[config.mk]
export PLATFORM = sky130hd
export DESIGN_NAME = mem_arbiter
export DESIGN_NICKNAME = d
export VERILOG_FILES = /design/src/rtl/mem_arbiter.sv
export SDC_FILE = /design/constraint.sdc
export NUM_CORES = 1
export LEC_CHECK = 0
export ABC_AREA = 0
export ABC_CLOCK_PERIOD_IN_PS = 2200
export CAP_MARGIN = 0
export CELL_PAD_IN_SITES_DETAIL_PLACEMENT = 0
export CELL_PAD_IN_SITES_GLOBAL_PLACEMENT = 1
export CORE_AREA = 2 2 313 315
export DETAILED_ROUTE_END_ITERATION = 6
export DIE_AREA = 0 0 315 317
export GPL_ROUTABILITY_DRIVEN = 0
export HOLD_SLACK_MARGIN = 0.12
export PLACE_DENSITY = 0.56
export RECOVER_POWER = 100
export SLEW_MARGIN = 30
export SYNTH_ARGS = -nofsm -noshare
export SYNTH_HDL_FRONTEND = slang
export SYNTH_SLANG_ARGS = --single-unit
[constraint.sdc]
create_clock -name clk_i -period 2.2 [get_ports clk_i]
set_input_delay 0.33 -clock clk_i [delete_from_list [all_inputs] [get_ports clk_i]]
set_output_delay 0.33 -clock clk_i [all_outputs]
set_load 0.05 [all_outputs]
[src/rtl/mem_arbiter.sv]
// mem_arbiter: round-robin arbiter sharing one memory refill port between i-cache and d-cache
module mem_arbiter #(
    parameter int ADDR_W = 32,
    parameter int LINE_W = 128
) (
    input  logic              clk_i,
    input  logic              rst_ni,
    input  logic              ic_req_valid_i,
    input  logic [ADDR_W-1:0] ic_req_addr_i,
    output logic [LINE_W-1:0] ic_data_o,
    output logic              ic_ready_o,
    input  logic              dc_req_valid_i,
    input  logic              dc_req_rw_i,
    input  logic [ADDR_W-1:0] dc_req_addr_i,
    input  logic [LINE_W-1:0] dc_req_data_i,
    output logic [LINE_W-1:0] dc_data_o,
    output logic              dc_ready_o,
    output logic              mem_req_valid_o,
    output logic              mem_req_rw_o,
    output logic [ADDR_W-1:0] mem_req_addr_o,
    output logic [LINE_W-1:0] mem_req_data_o,
    input  logic [LINE_W-1:0] mem_data_i,
    input  logic              mem_ready_i,
    output logic              busy_o,
    output logic [31:0]       ic_grants_o,
    output logic [31:0]       dc_grants_o
);
    typedef enum logic [1:0] {IDLE, GNT_IC, GNT_DC} state_e;

    state_e            state_q, state_d;
    logic              last_dc_q, last_dc_d;
    logic [ADDR_W-1:0] addr_q, addr_d;
    logic              rw_q, rw_d;
    logic [LINE_W-1:0] data_q, data_d;
    logic [31:0]       ic_grants_q, ic_grants_d;
    logic [31:0]       dc_grants_q, dc_grants_d;
    logic              pick_dc;
    logic              grant;
    logic              ic_done;
    logic              dc_done;

    // State register; an asynchronous reset abandons any grant in flight without a strobe
    always_ff @(posedge clk_i or negedge rst_ni) begin
        if (!rst_ni) begin
            state_q     <= IDLE;
            last_dc_q   <= 1'b0;
            addr_q      <= '0;
            rw_q        <= 1'b0;
            data_q      <= '0;
            ic_grants_q <= '0;
            dc_grants_q <= '0;
        end else begin
            state_q     <= state_d;
            last_dc_q   <= last_dc_d;
            addr_q      <= addr_d;
            rw_q        <= rw_d;
            data_q      <= data_d;
            ic_grants_q <= ic_grants_d;
            dc_grants_q <= dc_grants_d;
        end
    end

    // Next state: on a tie the cache that was not served last wins, so the first tie goes to DC
    always_comb begin
        pick_dc = dc_req_valid_i && (!ic_req_valid_i || !last_dc_q);
        state_d = state_q;
        case (state_q)
            IDLE:           state_d = (ic_req_valid_i || dc_req_valid_i) ? (pick_dc ? GNT_DC : GNT_IC) : IDLE;
            GNT_IC, GNT_DC: state_d = mem_ready_i ? IDLE : state_q;
            default:        state_d = IDLE;
        endcase
    end

    // Request capture on the grant edge, round-robin history and saturating grant counters
    always_comb begin
        grant       = (state_q == IDLE) && (ic_req_valid_i || dc_req_valid_i);
        addr_d      = grant ? (pick_dc ? dc_req_addr_i : ic_req_addr_i) : addr_q;
        rw_d        = grant ? (pick_dc && dc_req_rw_i) : rw_q;
        data_d      = grant ? (pick_dc ? dc_req_data_i : '0) : data_q;
        last_dc_d   = ic_done ? 1'b0 : (dc_done ? 1'b1 : last_dc_q);
        ic_grants_d = (ic_done && ic_grants_q != '1) ? ic_grants_q + 32'd1 : ic_grants_q;
        dc_grants_d = (dc_done && dc_grants_q != '1) ? dc_grants_q + 32'd1 : dc_grants_q;
    end

    // Outputs: memory side is driven only while granted, responses route only to the granted cache
    always_comb begin
        busy_o          = state_q != IDLE;
        ic_done         = (state_q == GNT_IC) && mem_ready_i;
        dc_done         = (state_q == GNT_DC) && mem_ready_i;
        ic_ready_o      = ic_done;
        dc_ready_o      = dc_done;
        ic_data_o       = ic_done ? mem_data_i : '0;
        dc_data_o       = dc_done ? mem_data_i : '0;
        mem_req_valid_o = busy_o;
        mem_req_rw_o    = busy_o && rw_q;
        mem_req_addr_o  = busy_o ? addr_q : '0;
        mem_req_data_o  = busy_o ? data_q : '0;
        ic_grants_o     = ic_grants_q;
        dc_grants_o     = dc_grants_q;
    end
endmodule

======== After elaboration in Yosys (flattened, before gate mapping) ========
Index checks and enable logic that the tools add are counted.
cells by class
  $add $sub $neg .......................... 2
  $mul .................................... 0
  div/mod/pow operators ................... 0
  order comparisons ....................... 0
  equal/unequal tests ..................... 5
  shift operators ......................... 0
  mux-type cells .......................... 12
  bitwise logic cells ..................... 0
  reduce and logical (&&, ||, !) cells .... 16
operator list
  cell                   count
  $mux 128               4
  $add 32x1->32 const B  2
  $mux 32                2
  $ne 32x32->1 const B   2
  $logic_and 1x1->1      8
  $mux 2                 3
  $pmux 2 s2             1
  $reduce_bool 2->1      2
  $eq 2x1->1 const B     1
  $eq 2x2->1 const B     1
  $logic_not 1->1        2
  $logic_not 2->1        1
  $logic_or 1x1->1       2
  $mux 1                 2
  $ne 2x2->1 const B     1
  $reduce_or 2->1        1
word-level totals
  flip-flop bits (word level) ............. 228
  bits in latches ......................... 0
  memory bits (writable) .................. 0
  memory bits (read-only) ................. 0
  input bits .............................. 326
  output and inout bits ................... 485
  word-level logic and storage cells ...... 42
  memories ................................ 0

======== Longest topological paths before layout ========
  depth after elaboration ................. 6
  gate-level depth with buffers ........... 9
  gate-level depth less buffers ........... 8

======== Worst setup path before layout ========
OpenSTA, ideal clock, no wires.
  path kind ............................... register to output
  start point ............................. reg state_q[0]
  end point ............................... out mem_req_data_o[100]
  data arrival time ....................... 1882 ps
  data required time ...................... 1870 ps
  setup slack ............................. -12 ps
  stages on the path, launching flop included .. 7
  cell sequence ........................... dfrtp_1 -> inv_1 -> ha_1 -> clkbuf_1 -> clkbuf_1 -> clkbuf_1 -> nor2b_1
on the way
  word-level cells in the longest chain between the ends .. 2
RTL lines
  element                 RTL line  RTL
  start, declared         30        state_e state_q, state_d;
  start signal, assigned  53        state_q <= state_d;
  $reduce_bool 2->1       87        busy_o = state_q != IDLE;
  $mux 128                97        mem_req_data_o = busy_o ? data_q : '0;
  end, declared           21        output logic [LINE_W-1:0] mem_req_data_o,
Every way passes these cells.

======== Worst setup path in the final report ========
  start point ............................. reg state_q[1]
  end point ............................... out mem_req_data_o[40]
Same word-level chain as after synthesis.

==> results.json <==
{
  "synth_seq_area_share_pct": 46.5,
  "worst_path_most_repeated_cell": "buf_6",
  "yosysWarnings": 0,
  "vias": 13500,
  "worst-r2r-setup-slack_ps": -10,
  "period_share_pct": 109,
  "worstPathRequired_ps": 1870,
  "die_h_um": 317,
  "drt-initial-drc-count": 748,
  "grt-ovfl-total": 0,
  "grtUsageMet2_pct": 26.9,
  "endpoint_kind": "primary output",
  "clk_pin_slew_worst_paths_ps": 50,
  "syn_avg_cell_area_um2": 9.85,
  "multi_input_area_um2": 6980,
  "clk_latency_ps": 590,
  "place_hpwl_mm": 63.7,
  "synth_top_cell_by_area": "dfrtp_1",
  "die_w_um": 315,
  "yosys.area_share.simple_pct": 30.2,
  "async_flop_share_pct": 100,
  "synth_compound_area_share_pct": 11.7,
  "ir_drop_v": 0.000548,
  "placed_area_um2": 24500,
  "gr-usage-met3_pct": 5.72,
  "synth_top_family_by_area": "simple AND/OR/NAND/NOR gates",
  "wl_per_cell_um": 25.3,
  "drv_slew": 55,
  "critPathSlowestCell": "dfrtp_1",
  "grt-busiest-layer": "met2",
  "synth_top_area_share_pct": 46.5,
  "antenna_found_initial": 19,
  "drive_gt1_share_pct": 38.7,
  "synthXorXnorAreaFrac_pct": 4.00,
  "rsz0062_at_grt": "yes",
  "cts_tree": "done",
  "fin_ws_ps": -209,
  "clockBufferDepth": 3,
  "final_cell_mix": "375 x clkdlybuf4s50_1, 282 x buf_12, 228 x dfrtp_1",
  "finalCriticalPeriod_ps": 2410,
  "cts_buffers": 28,
  "synth.distinct_cells": 51,
  "pin_count": 811,
  "area_growth_pct": 123,
  "finalSetupViolations": 431,
  "leakage_nw": 11.8,
  "fin_util_pct": 28.4,
  "critPathLaunchType": "flop",
  "final_area_um2": 27300,
  "drc": 0,
  "hp-class": "input pin to flop",
  "synth-edff-count": 0,
  "timing.critical_path.buf_inv": 5,
  "grt_pass1_wl_mm": 107,
  "synthCells": 1246,
  "critical_path.top_delay_family": "buffers and inverters",
  "crit_chain": "inv_2 > buf_6 > ha_4 > buf_12 > clkbuf_16 > nor2b_1 > buf_6",
  "port_buffers": 810,
  "grt_use_total_pct": 14.8,
  "synth_adder_area_share_pct": 0.510,
  "h-tree-depth": 1,
  "clockRootBuffer": "clkbuf_16",
  "num_rows": 114,
  "slowest_delay_ps": 350,
  "grt_start_max_net_pins": 129,
  "n_fill_cell": 10000,
  "grt_pass1_vias": 14000,
  "syn-num-nets": 1577,
  "syn-cell-area_um2": 12300,
  "cp.arrival_ps": 2080,
  "vias_per_cell": 4.00,
  "dr.pass1.iters": 6,
  "nets": 2400,
  "slew_headroom_pct": -12.4,
  "power_density_nw_per_um2": 1280,
  "synth_mux_area_share_pct": 2.79,
  "regArea_um2": 5710,
  "die-area_um2": 99900,
  "cts_sinks": 228,
  "grt_use_met1_pct": 15.8,
  "ys_ff_latch": 228,
  "start_util_pct": 12.7,
  "fin_skew_ps": 32.4,
  "final_common_cell": "clkdlybuf4s50_1",
  "crit_fanout": 16,
  "worstSetupPathType": "flop to primary output",
  "status": "finished with violations",
  "tightest_slew_ps": 1690,
  "ant_nets": 0,
  "synth_top_flop_cell": "dfrtp_1",
  "core_area_um2": 96300,
  "synth_area_leaders": "dfrtp_1 46%, and3_1 13%, a22o_1 9.2%",
  "failed_checks": "max-capacitance violations, max-slew violations, negative setup slack",
  "max_freq_mhz": 415,
  "routed_wl_mm": 85.3,
  "max_cap_viol_count": 1,
  "final-hold-violation-count": 0
}
power breakdown:
| group | switching (W) | internal [W] |
|---|---|---|
| clock network | 0.00199 | 0.00268 |
| logic | 0.0139 | 0.00983 |
| registers | 0.000857 | 0.00564 |
| total | 0.0168 | 0.0181 |
worst reg2reg max path: stages, from the launching register on:
cell and delay (ps):
dfrtp_1 380, inv_2 80, buf_6 110, ha_4 250, buf_6 180, clkbuf_2 180
o21ai_2 90, clkbuf_4 270, buf_12 270, a22o_1 320
what timing repair did:
item | CTS | global route
pin swaps | 5 | 5
gates cloned | 2 | 28
endpoints found under the setup margin | 459 | 477
hold endpoints to repair | 45 | 0
buffers inserted | 4 | 6
hold buffers | 1 | 0
resized for setup | 113 | 220
metal layers:
metal  share of wire, %  wire length [µm]
met2                 52             44300
met5              0.030                26
met3                9.3              7960
met1                 35             30200
met4                3.2              2730
synthesized netlist by cell type, types with 2 or more instances:
| cell type | n |
|---|---|
| clkbuf_1 | 100 |
| a21oi_1 | 2 |
| a22o_1 | 129 |
| nand2_1 | 67 |
| nor2b_1 | 161 |
| nor3_1 | 15 |
| buf_2 | 17 |
| nor2_1 | 21 |
| buf_4 | 2 |
| inv_1 | 8 |
| nor4_2 | 4 |
| and4_1 | 3 |
| and3_2 | 2 |
| a31oi_1 | 2 |
| ha_1 | 5 |
| nor4_4 | 2 |
| nand4_1 | 26 |
| dfrtp_1 | 228 |
| mux2i_1 | 32 |
| xnor2_1 | 31 |
| and2_1 | 7 |
| nand4_4 | 2 |
| mux2_2 | 2 |
| nor4_1 | 5 |
| nand3_1 | 23 |
| xor2_1 | 25 |
| o21ai_0 | 37 |
| and4_4 | 2 |
| and3_4 | 2 |
| and3_1 | 263 |
sequential cells by signal, summed over array words and instances (netlist names):
register	count
last_dc_q	1
dc_grants_o	32
state_q	2
rw_q	1
data_q	128
ic_grants_o	32
addr_q	32
cell type report:
cell class,count,area share (%)
timing repair buffer,914,44.1
multi-input combinational,888,25.5
sequential,228,20.9
tap,1276,5.84
clock buffer,38,2.92
clock inverter,13,0.495
inverter,9,0.137
antenna,8,0.0733
metrics by stage:
stage          total power, W  worst slack (ps)  cells  hold slack [ps]  setup TNS, ps
6_report               0.0349              -209   3374              224         -51370
5_1_grt                0.0365              -273   3369              260        -110210
4_1_cts                0.0325              -263   3333              231         -80520
3_5_place_dp           0.0267               103   3275              321              0
2_1_floorplan          0.0178             -11.6   1246             34.4           -930
3_3_place_gp           0.0266               150   3275              314              0
cells by family (layout without fill, tap and decap cells):
kind of cell	Yosys count	count (layout)
AND/OR/NAND/NOR	613	613
flip-flops	228	228
AO/OA/AOI/OAI	180	180
buffers and inverters	130	974
XOR/XNOR	56	56
multiplexers	34	34
adder cells (fa/ha/maj)	5	5
other	0	8
worst paths after layout:
| kind | startpoint | endpoint | depth (start not counted) |
|---|---|---|---|
| max | state_q[1] | mem_req_data_o[40] | 7 |
| min | mem_ready_i | state_q[0] | 3 |
| max reg2reg | state_q[1] | data_q[78] | 9 |
| min reg2reg | addr_q[9] | addr_q[9] | 2 |
| max in group asynchronous | rst_ni | dc_grants_o[0] | 3 |
| min in group asynchronous | rst_ni | addr_q[21] | 2 |
(Power assumes the default switching activity.)
